--- src/rtl/sync_fifo.sv ---
// Single-clock FIFO with registered read data, occupancy count and status flags.
// Define SYNC_FIFO_ERR_EN to enable the sticky overflow/underflow flags.
module sync_fifo #(
    parameter int WIDTH     = 8,
    parameter int DEPTH     = 8,
    parameter int AFULL_TH  = DEPTH - 1,
    parameter int AEMPTY_TH = 1
) (
    input  logic                     clk,
    input  logic                     rst_n,
    input  logic                     en,
    input  logic                     wr_en,
    input  logic [WIDTH-1:0]         wr_data,
    input  logic                     rd_en,
    output logic [WIDTH-1:0]         rd_data,
    output logic                     rd_valid,
    output logic                     full,
    output logic                     empty,
    output logic                     almost_full,
    output logic                     almost_empty,
    output logic [$clog2(DEPTH):0]   count,
    output logic                     overflow,
    output logic                     underflow,
    input  logic                     err_clr
);

    localparam int AW = $clog2(DEPTH);
    localparam int CW = AW + 1;
    localparam logic [CW-1:0] DEPTH_C  = CW'(DEPTH);
    localparam logic [CW-1:0] AFULL_C  = CW'(AFULL_TH);
    localparam logic [CW-1:0] AEMPTY_C = CW'(AEMPTY_TH);

    logic [WIDTH-1:0] mem_q [DEPTH];
    logic [AW-1:0]    wr_ptr_q, wr_ptr_d;
    logic [AW-1:0]    rd_ptr_q, rd_ptr_d;
    logic [CW-1:0]    count_q, count_d;
    logic [WIDTH-1:0] rd_data_q, rd_data_d;
    logic             rd_valid_q;
    logic             rd_acc;
    logic             wr_acc;

    // A full FIFO still takes a write when a read frees a slot on the same edge
    assign rd_acc = en && rd_en && (count_q != '0);
    assign wr_acc = en && wr_en && ((count_q != DEPTH_C) || rd_acc);

    always_comb begin
        wr_ptr_d  = wr_ptr_q;
        rd_ptr_d  = rd_ptr_q;
        count_d   = count_q;
        rd_data_d = rd_data_q;
        if (wr_acc) begin
            wr_ptr_d = wr_ptr_q + AW'(1);
        end
        if (rd_acc) begin
            rd_ptr_d  = rd_ptr_q + AW'(1);
            rd_data_d = mem_q[rd_ptr_q];
        end
        if (wr_acc && !rd_acc) begin
            count_d = count_q + CW'(1);
        end else if (rd_acc && !wr_acc) begin
            count_d = count_q - CW'(1);
        end
    end

    always_ff @(posedge clk) begin
        if (wr_acc) begin
            mem_q[wr_ptr_q] <= wr_data;
        end
    end

    always_ff @(posedge clk or negedge rst_n) begin
        if (!rst_n) begin
            wr_ptr_q   <= '0;
            rd_ptr_q   <= '0;
            count_q    <= '0;
            rd_data_q  <= '0;
            rd_valid_q <= 1'b0;
        end else begin
            wr_ptr_q   <= wr_ptr_d;
            rd_ptr_q   <= rd_ptr_d;
            count_q    <= count_d;
            rd_data_q  <= rd_data_d;
            rd_valid_q <= rd_acc;
        end
    end

    assign rd_data      = rd_data_q;
    assign rd_valid     = rd_valid_q;
    assign count        = count_q;
    assign empty        = (count_q == '0);
    assign full         = (count_q == DEPTH_C);
    assign almost_full  = (count_q >= AFULL_C);
    assign almost_empty = (count_q <= AEMPTY_C);

`ifdef SYNC_FIFO_ERR_EN
    logic ovf_q, ovf_d;
    logic udf_q, udf_d;

    // Setting takes priority over a same-cycle clear
    always_comb begin
        ovf_d = ovf_q;
        udf_d = udf_q;
        if (en) begin
            if (err_clr) begin
                ovf_d = 1'b0;
                udf_d = 1'b0;
            end
            if (wr_en && !wr_acc) begin
                ovf_d = 1'b1;
            end
            if (rd_en && !rd_acc) begin
                udf_d = 1'b1;
            end
        end
    end

    always_ff @(posedge clk or negedge rst_n) begin
        if (!rst_n) begin
            ovf_q <= 1'b0;
            udf_q <= 1'b0;
        end else begin
            ovf_q <= ovf_d;
            udf_q <= udf_d;
        end
    end

    assign overflow  = ovf_q;
    assign underflow = udf_q;
`else
    logic unused_err_clr;
    assign unused_err_clr = err_clr;
    assign overflow       = 1'b0;
    assign underflow      = 1'b0;
`endif

endmodule
--- config.mk ---
export PLATFORM = sky130hd
export DESIGN_NAME = sync_fifo
export DESIGN_NICKNAME = d
export VERILOG_FILES = /design/src/rtl/sync_fifo.sv
export SDC_FILE = /design/constraint.sdc
export NUM_CORES = 1
export LEC_CHECK = 0
export BUFFER_PORTS_ARGS = -buffer_cell sky130_fd_sc_hd__buf_4
export CORE_MARGIN = 1
export CORE_UTILIZATION = 35
export DETAILED_ROUTE_END_ITERATION = 8
export PLACE_DENSITY_LB_ADDON = 0.2
export SLEW_MARGIN = 20
export SYNTH_ARGS = -nofsm -noshare
export SYNTH_HDL_FRONTEND = slang
export SYNTH_SLANG_ARGS = --single-unit
--- constraint.sdc ---
create_clock -name clk -period 3.1 [get_ports clk]
set_input_delay 0.31 -clock clk [delete_from_list [all_inputs] [get_ports clk]]
set_output_delay 0.31 -clock clk [all_outputs]
set_load 0.02 [all_outputs]
; ---- Word-level counts from Yosys, hierarchy flattened
; Memory sizes are Yosys's and may differ from the RTL's. A register that Yosys moved wholly into a read port is not among the register bits.
; Cells that the tools add are included.
[word_totals]
reg_bits = 11
mem_bits_rw = 64
in_bits = 14
out_inout_bits = 19
elab_cells = 30
n_memories = 1
[classes]
addsub = 4
magnitude_cmp = 2
n_eq_ne = 2
muxes = 4
n_reduce_logical = 13
[mem_list]
columns = memory, words, word_bits, read_ports, rd_clocked_by_memory_dff, write_ports, line_no
row1 = mem_q, 8, 8, 1, 1, 1, 33  ; logic [WIDTH-1:0] mem_q [DEPTH];
[op_table]
columns = cell, count
row1 = 4-bit 2-to-1 mux, 2
row2 = "3-bit by 1-bit adder with 3-bit output, second input constant", 2
row3 = 1-bit logical AND, 6
row4 = "4-bit by 1-bit adder with 4-bit output, second input constant", 1
row5 = "4-bit equality test, second input constant", 1
row6 = "4-bit by 3-bit >= comparator with 1-bit output, second input constant", 1
row7 = "4-bit by 1-bit less-or-equal comparator with 1-bit output, second input constant", 1
row8 = 4-bit logical NOT, 1
row9 = "4-bit != test, second input constant", 1
row10 = 4-bit nonzero test, 1
row11 = "4-bit by 1-bit subtractor with 4-bit output, second input constant", 1
row12 = 1-bit logical NOT, 3
row13 = 1-bit 2-to-1 mux, 2
row14 = 2-bit nonzero test, 1
row15 = 1-bit logical OR, 1

; ---- Logic depth before layout (Yosys ltp)
; Gate-level depths: netlist of run 1.
[logic_depth]
word_depth = 8
depth_mapped = 9
ltp_nobuf = 8

; ---- Least setup slack after synthesis of run 1
; OpenSTA, ideal clock, no wires.
[synth_timing]
kind = register to register
from = register count_q[0] (netlist: count[0])
to = register count_q[3] (netlist: count[3])
setup_ps = 80
t_arrival_ps = 2414
t_required_ps = 3020
setup_slack_ps = 606
stages_incl_launch_ff = 10
n_path_buf = 1
synth_period_minus_slack_ps = 2494
path_cell_list = dfrtp_1 > inv_1 > ha_1 > nor3b_1 > or2_1 > buf_2 > ha_1 > or4_4 > a21oi_2 > xor2_1
[synth_between]
elab_chain_cells = 7
word_cells_on_any_way = 14
cone_classes = 2 x add/sub / 1 x eq/ne / 2 x mux / 9 x reduce/logical
[synth_lines]
columns = element, line_no
row1 = from (decl), 36  ; logic [CW-1:0] count_q, count_d;
row2 = from (signal assigned), 81  ; count_q <= count_d;
row3 = "parallel branches: the longest is 7 deep, another holds 4-bit by 1-bit subtractor with 4-bit output", n/a
; Parallel ways; which one is timed is not known. The select of a mux whose other input is x is not followed.
; A chain may end at the register's enable or synchronous reset.

; ---- Worst setup path after layout of run 1
; Same ends and word-level chain as after synthesis.

==> results of run 1 <==
-- how the worst max path moves through the flow --
stage	from	to	slack [ns]
2_1_floorplan	count[0]	count[3]	0.61
3_3_place_gp	count[0]	count[3]	0.77
3_5_place_dp	count[0]	count[3]	0.77
4_1_cts	count[0]	count[3]	0.74
5_1_grt	count[0]	count[3]	0.61
6_report	count[0]	count[3]	0.75
-- cells by family after synthesis --
group / share of synthesized area [%]
multiplexers: 10.86
XOR/XNOR: 2.040
adder cells (fa/ha/maj): 2.550
buffers and inverters: 2.368
AND/OR/NAND/NOR: 5.246
AO/OA/AOI/OAI: 7.031
flip-flops: 69.80
other: 0.1092
-- cell usage in the layout, fill, tap and decap left out, types with 2 or more instances in the layout --
cell	synthesis	layout
sky130_fd_sc_hd__xnor2_1	3	3
sky130_fd_sc_hd__inv_6	0	2
sky130_fd_sc_hd__edfxtp_1	64	64
sky130_fd_sc_hd__nor3_1	3	3
sky130_fd_sc_hd__o31ai_1	8	8
sky130_fd_sc_hd__a22o_1	8	8
sky130_fd_sc_hd__clkbuf_8	0	9
sky130_fd_sc_hd__mux2_2	16	16
sky130_fd_sc_hd__dfrtp_1	19	19
sky130_fd_sc_hd__mux2_1	2	2
sky130_fd_sc_hd__mux2i_1	17	17
sky130_fd_sc_hd__nand2_1	4	4
sky130_fd_sc_hd__nor2_1	9	9
sky130_fd_sc_hd__xor2_1	5	5
sky130_fd_sc_hd__nand2b_1	3	3
sky130_fd_sc_hd__buf_4	5	41
sky130_fd_sc_hd__nor3b_1	2	2
sky130_fd_sc_hd__conb_1	1	2
sky130_fd_sc_hd__inv_1	3	3
sky130_fd_sc_hd__o21ai_0	9	9
sky130_fd_sc_hd__clkinv_2	0	2
sky130_fd_sc_hd__nand4_1	3	3
sky130_fd_sc_hd__o22ai_1	8	8
sky130_fd_sc_hd__ha_1	7	7
-- per-stage QoR --
step	hold WS (ns)	cells	instance area [um^2]
2_1_floorplan	0.01441	215	3438
3_3_place_gp	0.2130	374	3837
3_5_place_dp	0.2191	374	3837
4_1_cts	0.1695	391	4045
5_1_grt	0.1629	391	4045
6_report	0.1830	391	4045
-- registers in the layout, summed over array words and instances, names as in the netlist --
register,flops
mem_q,64
rd_data,8
count,4
rd_ptr_q,3
wr_ptr_q,3
rd_valid,1
-- per-layer routing --
layer | share of wire [%] | GRT usage, % | up-vias
li1 | - | - | 906
met1 | 45 | 18.76 | 900
met2 | 50 | 23.91 | 39
met3 | 3.8 | 4.369 | 4
met4 | 0.66 | 4.682 | 0
met5 | 0 | 0 | -
-- power by group --
| group | internal (mW) | total [mW] | switching (mW) | leakage, nW |
|---|---|---|---|---|
| Clock | 0.376 | 0.775 | 0.399 | 0.100 |
| Combinational | 0.542 | 1.20 | 0.656 | 0.622 |
| Sequential | 1.39 | 1.53 | 0.145 | 0.807 |
| Total | 2.30 | 3.50 | 1.20 | 1.53 |
-- cell type report --
cell class	instances	area, um^2	share of cell area [%]
clock buffers	9	123.9	3.062
repair buffers	42	317.8	7.856
multi-input cells	118	959.7	23.72
inverters	3	11.26	0.2784
clock inverters	7	73.82	1.825
well taps	129	161.4	3.990
flip-flops and latches	83	2397	59.26
-- worst max-delay path, cell delays in order, from the launching register on --
cell and delay (ns):
sky130_fd_sc_hd__dfrtp_1 0.47, sky130_fd_sc_hd__inv_1 0.10, sky130_fd_sc_hd__ha_1 0.23, sky130_fd_sc_hd__nor3b_1 0.15, sky130_fd_sc_hd__or2_1 0.25, sky130_fd_sc_hd__ha_1 0.26, sky130_fd_sc_hd__or4_4 0.49, sky130_fd_sc_hd__a21oi_2 0.15
sky130_fd_sc_hd__xor2_1 0.16
-- repair_timing --
item | in CTS | in global routing
setup buffers | 0 | 0
hold buffers | 1 | 0
resized for setup | 0 | 0
endpoints found under the hold margin | 19 | 0
==> run summary, run 1 <==
sky130_fd_sc_hd__edfxtp_1 takes more of the synthesized area than any other cell. After synthesis, flip-flops and latches occupy 69.80% of the total area. The number of antenna diodes in the final layout is 0. The transition time at the pin with the least slew margin is 0.7867 ns.

The path class of the tightest hold or removal check is in -> reg. The run finished with clean final reports. The most used flip-flop cell after synthesis is sky130_fd_sc_hd__edfxtp_1. In the final routed layout, each cell accounts on average for 17.16 um.

The total overflow left after global routing is 0. Synthesis inferred 83 register bits. The insertion delay to the later sink of the worst-skew pair is 0.36 ns. The run gives 83 as the clock sink count.

Setup slack on the worst reg-to-reg path comes out at 0.75 ns. After detailed routing, the number of remaining DRC violations is 0. The logs give 0 for the number of antenna violations at the first check in global routing and 1808 for the number of global-route vias before repair. The completed layout was analyzed and its total power is 3.505 mW. The period utilization was 75.67%. In this run the most critical hold path is launched from wr_data[6]. Counting flops with a built-in enable in the synthesized netlist gives 64. The via count of the routed design was 1849. The weighted congestion at the end of routability-driven global placement came out at 0.7104.

The cell at the root of the clock tree was sky130_fd_sc_hd__clkbuf_8. At the end of the flow, the number of nets in the layout was 278. The synthesis warning total was 0; the total track usage was 14.68%. The worst setup path is captured at a flip-flop. The number of iterations in the first detailed-routing pass was 4; the count of input and output buffers was 29. The tools report the die outline area as 0.01021 mm^2.

The layout overhead on the synthesized area works out to 17.78%. The final period demand of the worst path was 2.346 ns; the effective utilization at floorplan was 36.65%. The number of cells on the worst reg-to-reg path is 8. Row generation in the floorplan step produced 35 rows.

Summed over all layers, the routed wires come to 6709 um. The share of layout cells above drive strength 1 is 29.01%, and the worst ir drop on vdd is 0.3275 mV. After filler insertion, the fill cell instance count of the layout stands at 881.

The mean cell area of the mapped netlist was 16.05 um^2; the H-tree level count was 3. Summed over its instances, the top area cell type makes up 55.96% of the synthesized netlist area. For hold timing, the worst endpoint is mem_q[7][6].

The total area inside the core boundary comes to 0.009371 mm^2. After clock tree synthesis, the clock-pin slew on the worst setup and hold paths is 0.09 ns. The first global-routing pass estimated 10330 um of wire. Data on the critical path is required at its endpoint by 3.38 ns. Synthesis instantiated 34 different standard cells from the library.

Before CTS, the worst setup slack after placement is 0.7688 ns. The worst path meets setup with 0.7543 ns of slack. The netlist area before placement is 0.003435 mm^2, and the via density per instance is 4.729. Measured on the finished design, the core utilization comes to 43.16%.

The analysis attributes to cell leakage a power of 1.529 nW. The commonest cells after synthesis are sky130_fd_sc_hd__edfxtp_1, sky130_fd_sc_hd__dfrtp_1, sky130_fd_sc_hd__mux2i_1. Worst relative slew slack: 47.44%. Data on the critical path arrives at its endpoint at 2.63 ns. The clock skew is 0.01178 ns, and the worst hold path stage count is 1. The count of nets left with antenna violations once routing finished came out at 0. After the first detailed-routing iteration, the DRC count stood at 68.

In this run the critical register-to-register path is captured at count[3]. Summed over all failing endpoints, the final setup total negative slack is 0 ns. In the synthesized netlist the async set-or-reset flop fraction comes to 22.89%. The final-report max-slew violation count is 0. The x dimension of the die is 101.1 um, and the pin count of the biggest net entering global routing is 35. The worst setup path is launched from a flip-flop. TritonCTS built the clock tree. The critical path in this run is classified as reg -> reg. For this design the ratio of total power to cell area is 866.4 mW/mm^2.

The tool flagged a number of max-cap violations equal to 0. The vertical die dimension was 101.1 um; the maximum root-to-sink buffer count was 2. For the upper clock frequency limit, the log shows 426.3 MHz.

By area the synthesized netlist is led by sky130_fd_sc_hd__edfxtp_1, sky130_fd_sc_hd__dfrtp_1, sky130_fd_sc_hd__mux2_2. The number of failing hold endpoints at the final stage is 0. Setup violations remaining at the end of the flow were counted as 0.

In this run the critical register-to-register path is launched from count[0]. The HPWL after detailed placement is 4171 um. In this run the worst path has a maximum fanout of 7. The number of primary I/O pins was 33. Setup repair after global routing left no endpoint under its margin. The cell with the most instances after synthesis is sky130_fd_sc_hd__edfxtp_1. The number of buffers created by CTS was 9; the gate count after technology mapping was 214.
No activity file was read; power rests on OpenSTA's default activity.
==> run 2, diff against run 1 <==
Settings changed: ABC_AREA set to 1.
Clock period 3.1 ns to 2 ns, I/O delays scaled along.
==> run 2 against run 1 <==
  * Routed wire length is 8.2% higher
  * Clock-buffer cell count is 2 higher
  * Synthesized area rose by 7.8%
  * Non-clock buffer count increased by 2
  * Flip-flop and latch count unchanged
  * Global-route usage decreased by 0.17 points
  * Clock skew decreased by 0.00084 ns
  * Worst hold slack got worse by 0.090 ns
  * Via count increased by 30%
  * Utilization fell by 1.2 points
  * Cell area is 6.6% higher
  * Clock power increased by 27%
  * Critical path type unchanged
  * Critical endpoint is now mem_q[7][5]
  * Largest power group unchanged
==> run summary, run 2 <==
Ranked by flip-flop count, first place goes to mem_q. Kind of cell adding the most delay to the critical path: buffers and inverters. The area of the core came out at 0.01028 mm^2 (+9.7%). The tools report the netlist area before placement as 0.003704 mm^2 (+7.8%). The number of failing hold endpoints at the final stage was 0 (unchanged). The tree is rooted in a sky130_fd_sc_hd__clkbuf_8. The total half-perimeter wirelength after legalization and detailed placement was 4812 um (+15%).

For the number of primary I/O pins, the log shows 33 (unchanged). The critical path goes through inv_1 > ha_4 > nand2_1 > nor2_4 > a21oi_4 > buf_4 > nand2_4 > nor2_1 > buf_4. Dominant cell type by count on the critical path: sky130_fd_sc_hd__buf_4.

The leading cell type in the layout, fill and taps excluded was sky130_fd_sc_hd__nand2_1. The run gives 0 (unchanged) as the max-cap check violation count. The run gives 0.7807 (+9.9%) as the weighted congestion at the end of routability-driven global placement.

The number of iterations in the first detailed-routing pass is 5 (+1). On the critical path, the stage with the largest delay is an instance of sky130_fd_sc_hd__dfrtp_2. The logs give 37 (+5.7%) for the number of placement rows and 64.73% (-5.1 points) for the proportion of synthesized chip area in sequential cells. The final antenna diode count is 0 (unchanged).

The tools report the type of origin of the critical path as a flip-flop. The area share of the leading cell type in the synthesized netlist is 51.89% (-4.1 points), and the effective utilization at floorplan is 36.04% (-0.61 points). TritonCTS built the clock tree. The tools report the worst relative slew slack as 52.67% (+5.2 points). Via density per instance: 4.419 (-6.6%). The run gives 0 (unchanged) as the total setup violations reported at the end of the flow. The run gives 3 (unchanged) as the H-tree level count.

For the count of unique library cells instantiated by Yosys, the log shows 23 (-32%). The total DRC errors in the routed layout was 0 (unchanged). The post-synthesis compound-gate area fraction was 2.162% (-4.9 points); the leakage power was 1.948 nW (+27%).

Relative to the synthesized area, the layout overhead comes to 16.42%. In the layout the commonest cells are sky130_fd_sc_hd__nand2_1, sky130_fd_sc_hd__edfxtp_1, sky130_fd_sc_hd__inv_1, sky130_fd_sc_hd__nand3_1, sky130_fd_sc_hd__buf_4. The number of routed nets with antenna violations came out at 0 (unchanged). The total power consumption of the routed design came out at 5.447 mW (+55%). The flow ran to the end, and the final reports show no timing, DRC or antenna violations. The synthesized-area fraction occupied by and/or/nand/nor cells came out at 19.83% (+15 points). The critical-path maximum fanout came out at 8 (+1). Final-report max-slew violation count: 0 (unchanged). By count the netlist is led by sky130_fd_sc_hd__nand2_1, sky130_fd_sc_hd__edfxtp_1, sky130_fd_sc_hd__inv_1. The number of buffers created by CTS was 9 (unchanged); the share of layout cells above drive strength 1 was 16.42% (-13 points).

The run gives 0.1224 ns (-0.6464 ns) as the pre-CTS setup slack. The cell accounting for the most synthesized area was sky130_fd_sc_hd__edfxtp_1. The logs give 550.6 MHz (+29%) for the upper clock frequency limit and 3.344 mW (+45%) for the internal cell power.

The parity-gate share of the synthesized area counting xor and xnor cells came out at 2.095% (+0.055 points). The insertion delay to the later sink of the worst-skew pair was 0.35 ns (about the same); the flip-flop and latch count after synthesis was 83 (unchanged). The sequential fraction of design power is 44.0% (+0.3 points), and the fraction of registers with async set or reset after synthesis is 22.89% (unchanged).

Combinational family with the most area after synthesis: simple AND/OR/NAND/NOR gates. Buffers plus inverters on the worst setup path: 3 (+2). Final period demand of the worst path: 1.816 ns (-0.5296 ns).

The maximum root-to-sink buffer count is 2 (unchanged). The run gives 18.1% (-4.0 points) as the clock network fraction of design power. Setup repair after global routing left no endpoint under its margin. The die outline area is 0.01100 mm^2 (+7.7%), and the adder-cell area share of the yosys netlist is 2.365% (-0.19 points). The logs give 0 (unchanged) for the synthesis warning total and 0 (unchanged) for the overflow left after global routing. The number of synthesized flops with an enable pin is 64 (unchanged), and the pin count of the biggest net entering global routing is 35 (unchanged). The average routed wire per standard cell is 13.35 um (-22%), and the first-iteration detailed-routing DRC count is 112 (+65%). Final critical-path setup slack: 0.1839 ns (-0.5704 ns). The period utilization was 90.80% (+15 points); the multiplexer area fraction after synthesis was 0% (-11 points). For the gate count after technology mapping, the log shows 361 (+69%). Cell with the most instances after synthesis: sky130_fd_sc_hd__nand2_1.

STA classifies the critical path endpoint as a flip-flop. CTS clock-pin slew for the worst setup and hold paths: 0.08 ns (about the same). The logs give 83 (unchanged) for the clock sink count and 2.104 mW (+75%) for the net switching power figure. The total track usage is 14.51% (-0.17 points), and the number of global-route vias before repair is 2228 (+23%). The number of flip-flops under the largest register name was 64 (unchanged).

The worst hold path belongs to the class in -> reg. Mean cell area of the mapped netlist: 10.26 um^2 (-36%). By area the synthesized netlist is led by sky130_fd_sc_hd__edfxtp_1, sky130_fd_sc_hd__dfrtp_1, sky130_fd_sc_hd__nand2_1. The x dimension of the die came out at 104.9 um (+3.8%). The largest stage delay on the critical path was 0.37 ns (-0.12 ns); the relative contribution of combinational cells to total power was 37.9% (+3.7 points).

The tools report the worst ir drop on vdd as 0.5087 mV (+55%). The vertical die dimension came out at 104.9 um (+3.8%). First-pass GRT wire length: 11930 um (+16%). The clock skew is 0.01093 ns (-0.0008449 ns). The category of the most critical setup path is reg -> reg. Overall routed net length: 7261 um (+8.2%). Main flop type after synthesis: sky130_fd_sc_hd__edfxtp_1. The total negative slack for setup checks was 0 ns (unchanged); the via count of the routed design was 2404 (+30%).

The count of input and output buffers is 29 (unchanged). The logs give 2.05 ns (-1.33 ns) for the endpoint required time on the critical path and 0 (unchanged) for the number of antenna violations at the first check in global routing. The arrival time reported for the critical path endpoint is 1.87 ns (-0.76 ns), and the transition time at the pin with the least slew margin is 0.7100 ns (-0.07674 ns). The power per cell area is 1263 mW/mm^2 (+46%), and the fraction of power spent switching nets is 38.62% (+4.4 points). The final net count came out at 424 (+53%).
[run 2: changes by cell type after synthesis, moves of 4 or more]
cell                      before  now
sky130_fd_sc_hd__o21ai_0       9    5
sky130_fd_sc_hd__inv_1         3   59
sky130_fd_sc_hd__o31ai_1       8    0
sky130_fd_sc_hd__nand2_1       4  111
sky130_fd_sc_hd__a22o_1        8    0
sky130_fd_sc_hd__mux2i_1      17    0
sky130_fd_sc_hd__nand3_1       0   49
sky130_fd_sc_hd__buf_2         2    9
sky130_fd_sc_hd__mux2_2       16    0
sky130_fd_sc_hd__o22ai_1       8    0
[run 2: cells by family after synthesis]
kind of cell	count (synthesis)
buf+inv	77
simple gates	174
compound gates	11
xor+xnor	8
fa+ha+maj	7
other cells	1
flops	83
[run 2: power by group through the flow]
stage / combinational, mW / clock [mW] / sequential (mW)
global placement: 2.02 / 0 / 2.44
global route: 2.35 / 1.09 / 2.43
CTS: 2.05 / 1.02 / 2.41
detailed placement: 2.04 / 0 / 2.44
finish: 2.06 / 0.986 / 2.40
floorplan: 1.34 / 0 / 2.49
[run 2: worst reg2reg max path, cell delays in order (launching register included)]
cell                      delay, ns
sky130_fd_sc_hd__dfrtp_2       0.37
sky130_fd_sc_hd__inv_1         0.09
sky130_fd_sc_hd__ha_4          0.19
sky130_fd_sc_hd__nand2_1       0.11
sky130_fd_sc_hd__nor2_4        0.05
sky130_fd_sc_hd__a21oi_4       0.19
sky130_fd_sc_hd__buf_4         0.17
sky130_fd_sc_hd__nand2_4       0.06
sky130_fd_sc_hd__nor2_1        0.09
sky130_fd_sc_hd__buf_4         0.19
[run 2: cell type report]
class	instances	area, um^2
fill	1018	5966
inverter	63	236.5
clock inverter	5	20.02
timing repair buffer	44	336.6
multi-input combinational	202	1017
clock buffer	11	131.4
tap	136	170.2
sequential	83	2400
[run 2: path summary, 6_finish.rpt]
check	from	to	slack, ns	depth (start not counted)
max in group asynchronous	rst_n	count[1]	1.51	2
max	count[1]	mem_q[7][5]	0.18	9
min	wr_data[5]	mem_q[6][5]	0.09	1
min reg2reg	rd_data[5]	rd_data[5]	0.48	2
min in group asynchronous	rst_n	count[2]	0.27	2
max reg2reg	count[1]	mem_q[7][5]	0.18	9
[run 2: metal layers]
metal / up-vias / routed length, um / global-route usage, % / share of wire, %
met5: - / 0 / 0 / 0
met4: 0 / 102 / 4.829 / 1.4
met3: 9 / 281 / 3.493 / 3.9
met2: 56 / 3272 / 21.24 / 45
met1: 1120 / 3605 / 21.08 / 50
li1: 1219 / - / - / -
[run 2: stage by stage]
step                hold WS (ns)  util (%)  instances  instance area (um^2)
global placement         0.09252     40.18        526                  4129
global route             0.08492     41.95        544                  4312
detailed placement       0.09962     40.18        526                  4129
floorplan               -0.09559         -        362                  3730
finish                   0.09335     41.95        544                  4312
CTS                      0.08579     41.75        543                  4290
[run 2: repair_timing]
action	CTS	global route
hold buffers	1	0
hold endpoints to repair	19	0
resized for setup	0	2
buffers inserted	0	1
setup endpoints to repair	0	38
==> run 3, diff against run 2 <==
Settings changed: CELL_PAD_IN_SITES_DETAIL_PLACEMENT set to 0, CELL_PAD_IN_SITES_GLOBAL_PLACEMENT set to 2, CORE_UTILIZATION 35 to 34.
==> run 3 against run 2 <==
  * Clock power is 47% higher
  * Routed wire length is 4.9% higher
  * Register-to-register slack worse by 0.07 ns
  * Cell count is 0.18% higher
  * Worst setup slack got worse by 0.066 ns
  * Sequential share of layout area decreased by 1.3 points
  * Global-route usage is 0.20 points higher
  * Critical path depth stayed put
  * Largest cell class unchanged
==> run summary, run 3 (synthesis results as in run 2) <==
The H-tree level count came out at 3 (unchanged). Relative contribution of combinational cells to total power: 36.3% (-1.6 points). The via density per instance came out at 4.473 (+1.2%). The number of routed nets with antenna violations is 0 (unchanged). The tools report the number of post-CTS setup repair buffers as 0 (unchanged).

By instance count, the cell type seen most on the critical path is sky130_fd_sc_hd__buf_4. The flow ran to the end, and the final reports show no timing, DRC or antenna violations. The tools report the worst ir drop on vdd as 0.8298 mV (+63%). For the endpoint required time on the critical path, the log shows 2.05 ns (about the same). The top cell types in the final layout, fill and taps aside, are sky130_fd_sc_hd__nand2_1, sky130_fd_sc_hd__edfxtp_1, sky130_fd_sc_hd__inv_1, sky130_fd_sc_hd__nand3_1, sky130_fd_sc_hd__buf_4. The run gives 4 (-1) as the number of iterations in the first detailed-routing pass. The period utilization is 94.09% (+3.3 points), and the cell count after placement is 528 (+0.38%). The clock network fraction of design power was 24.3% (+6.2 points). The fraction of power spent switching nets works out to 36.99% (-1.6 points). The most flop-heavy register is mem_q.

The number of antenna violations at the first check in global routing is 0 (unchanged). The transition time at the pin with the least slew margin works out to 0.5959 ns (-0.1140 ns). The number of failing hold endpoints at the final stage is 0 (unchanged), and the die outline area is 0.01131 mm^2 (+2.9%). Category of the most critical setup path: reg -> reg. The number of placement rows was 37 (unchanged). The final period demand of the worst path is 1.882 ns (+0.06575 ns). The tree is rooted in a sky130_fd_sc_hd__clkbuf_8. The number of filler cells placed in the layout is 1060 (+4.1%), and the CTS clock-pin slew for the worst setup and hold paths is 0.09 ns (about the same).

The total negative slack for setup checks was 0 ns (unchanged). The logs give 0.01046 mm^2 (+1.8%) for the area of the core and 2 (unchanged) for the maximum root-to-sink buffer count. Setup repair after global routing left no endpoint under its margin.

The buffers plus inverters on the worst setup path is 3 (unchanged). In this run the critical register-to-register path is launched from count[1]. The total setup violations reported at the end of the flow is 0 (unchanged), and the internal cell power is 3.761 mW (+12%). For the final critical-path setup slack, the log shows 0.1182 ns (-0.06575 ns).

The critical-path maximum fanout came out at 8 (unchanged). The count of input and output buffers was 29 (unchanged). The run gives 531.4 MHz (-3.5%) as the upper clock frequency limit. The effective utilization at floorplan is 35.40% (-0.64 points), and the total power consumption of the routed design is 5.970 mW (+9.6%). Area of all sequential standard cells: 0.002400 mm^2 (unchanged). In this run the worst hold path is classified as in -> reg. The critical path goes through inv_1 > ha_4 > nand2_1 > nor2_4 > a21oi_4 > buf_4 > nand2_4 > nor2_1 > buf_4. The via count of the routed design came out at 2438 (+1.4%). The vertical die dimension works out to 106.4 um (+1.4%). Number of flip-flops under the largest register name: 64 (unchanged). The tools report the first-pass GRT wire length as 12250 um (+2.7%).

Max-cap check violation count: 0 (unchanged). The number of cells in the finished layout apart from fillers was 545 (+0.18%). The area of the multi-input gates came out at 0.001017 mm^2 (unchanged). The kind of cell adding the most delay to the critical path was buffers and inverters. The total track usage came out at 14.71% (+0.20 points). The clock sink count was 83 (unchanged); the x dimension of the die was 106.4 um (+1.4%). The power per cell area was 1353 mW/mm^2 (+7.1%); the number of global-route vias before repair was 2322 (+4.2%). The run gives 60.21% (+7.5 points) as the worst relative slew slack.

The pin count of the biggest net entering global routing came out at 35 (unchanged). From synthesis to final layout, the design area changed by 19.12%. For this design, the slowest cell found on the critical path is sky130_fd_sc_hd__dfrtp_2. The average routed wire per standard cell came out at 13.98 um (+4.7%).

The start point of the worst hold path is wr_data[2]. The weighted congestion at the end of routability-driven global placement is 0.7463 (-4.4%). The overall routed net length came out at 7619 um (+4.9%). The logs give 1.94 ns (+0.07 ns) for the arrival time reported for the critical path endpoint and 0.1095 ns (-0.01293 ns) for the pre-CTS setup slack.

Category of the worst setup path capture point: a flip-flop. Share of layout cells above drive strength 1: 18.09% (+1.7 points). Overflow left after global routing: 0 (unchanged).

The number of buffers created by CTS was 9 (unchanged); the final antenna diode count was 0 (unchanged). Clock skew: 0.01007 ns (-0.0008671 ns). The tools report the final-report max-slew violation count as 0 (unchanged). The net switching power figure was 2.208 mW (+5.0%). The type of origin of the critical path was a flip-flop.

The leakage power was 1.995 nW (+2.4%); the total half-perimeter wirelength after legalization and detailed placement was 5276 um (+9.6%). Worst setup path startpoint: count[1]. The run gives 33 (unchanged) as the number of primary I/O pins. TritonCTS built the clock tree.

The tools report the final net count as 425 (+0.24%). The library cell used most frequently in the layout, excluding fill and tap cells, is sky130_fd_sc_hd__nand2_1. The first-iteration detailed-routing DRC count is 133 (+19%), and the sequential fraction of design power is 39.3% (-4.7 points). The insertion delay to the later sink of the worst-skew pair was 0.35 ns (about the same); the total DRC errors in the routed layout was 0 (unchanged). Largest stage delay on the critical path: 0.41 ns (+0.04 ns).
## run 3: cell count changes in the layout (fill, tap and decap cells not counted), sizes merged
cell      delta
bufinv       +3
clkinv       -3
clkbuf       -2
buf          +1
clkinvlp     +1
inv          +1
## run 3: final cells by class
class | instances | area share [%]
Inverter | 63 | 5.360
Clock inverter | 7 | 2.808
Sequential cell | 83 | 54.40
Multi-Input combinational cell | 202 | 23.06
Timing Repair Buffer | 45 | 7.714
Clock buffer | 9 | 2.808
Tap cell | 136 | 3.857
## run 3: metal layers
| metal | up-vias | part of all wire [%] | routed length [um] | global-route usage [%] |
|---|---|---|---|---|
| met1 | 1167 | 44 | 3323 | 17.68 |
| met5 | - | 0 | 0 | 0 |
| met2 | 31 | 52 | 3942 | 25.46 |
| li1 | 1226 | - | - | - |
| met3 | 14 | 2.3 | 178 | 2.452 |
| met4 | 0 | 2.3 | 175 | 7.143 |
## run 3: timing repair
action,4_1_cts,5_1_grt
hold buffers,1,0
setup endpoints to repair,0,3
resized for setup,0,1
endpoints found under the hold margin,19,0
## run 3: power by group through the flow
| stage | Sequential (mW) | Combinational, mW | Clock, mW |
|---|---|---|---|
| 2_1_floorplan | 2.49 | 1.34 | 0 |
| 3_3_place_gp | 2.38 | 2.17 | 0 |
| 3_5_place_dp | 2.39 | 2.19 | 0 |
| 4_1_cts | 2.35 | 2.20 | 1.51 |
| 5_1_grt | 2.38 | 2.44 | 1.57 |
| 6_report | 2.35 | 2.17 | 1.45 |
## run 3: final timing paths
path	to	slack (ns)	cells past startpoint
worst max-delay path	mem_q[6][6]	0.12	9
worst min-delay path	mem_q[3][2]	0.08	1
worst max register to register	mem_q[6][6]	0.12	9
worst min register to register	rd_data[4]	0.49	2
max in group asynchronous	count[0]	1.48	2
min in group asynchronous	rd_data[3]	0.27	2
## run 3: through the flow
step                hold slack, ns  area [um^2]  utilization, %
finish                     0.08456         4412           42.17
global route               0.07015         4412           42.17
detailed placement          0.1075         4144           39.61
floorplan                 -0.09559         3730               -
global placement            0.1045         4144           39.61
CTS                        0.06786         4402           42.07
## run 3: worst register-to-register path, stage by stage (launching register included)
cell,delay (ns)
sky130_fd_sc_hd__dfrtp_2,0.41
sky130_fd_sc_hd__inv_1,0.11
sky130_fd_sc_hd__ha_4,0.19
sky130_fd_sc_hd__nand2_1,0.10
sky130_fd_sc_hd__nor2_4,0.05
sky130_fd_sc_hd__a21oi_4,0.20
sky130_fd_sc_hd__buf_4,0.18
sky130_fd_sc_hd__nand2_4,0.06
sky130_fd_sc_hd__nor2_1,0.09
sky130_fd_sc_hd__buf_4,0.19
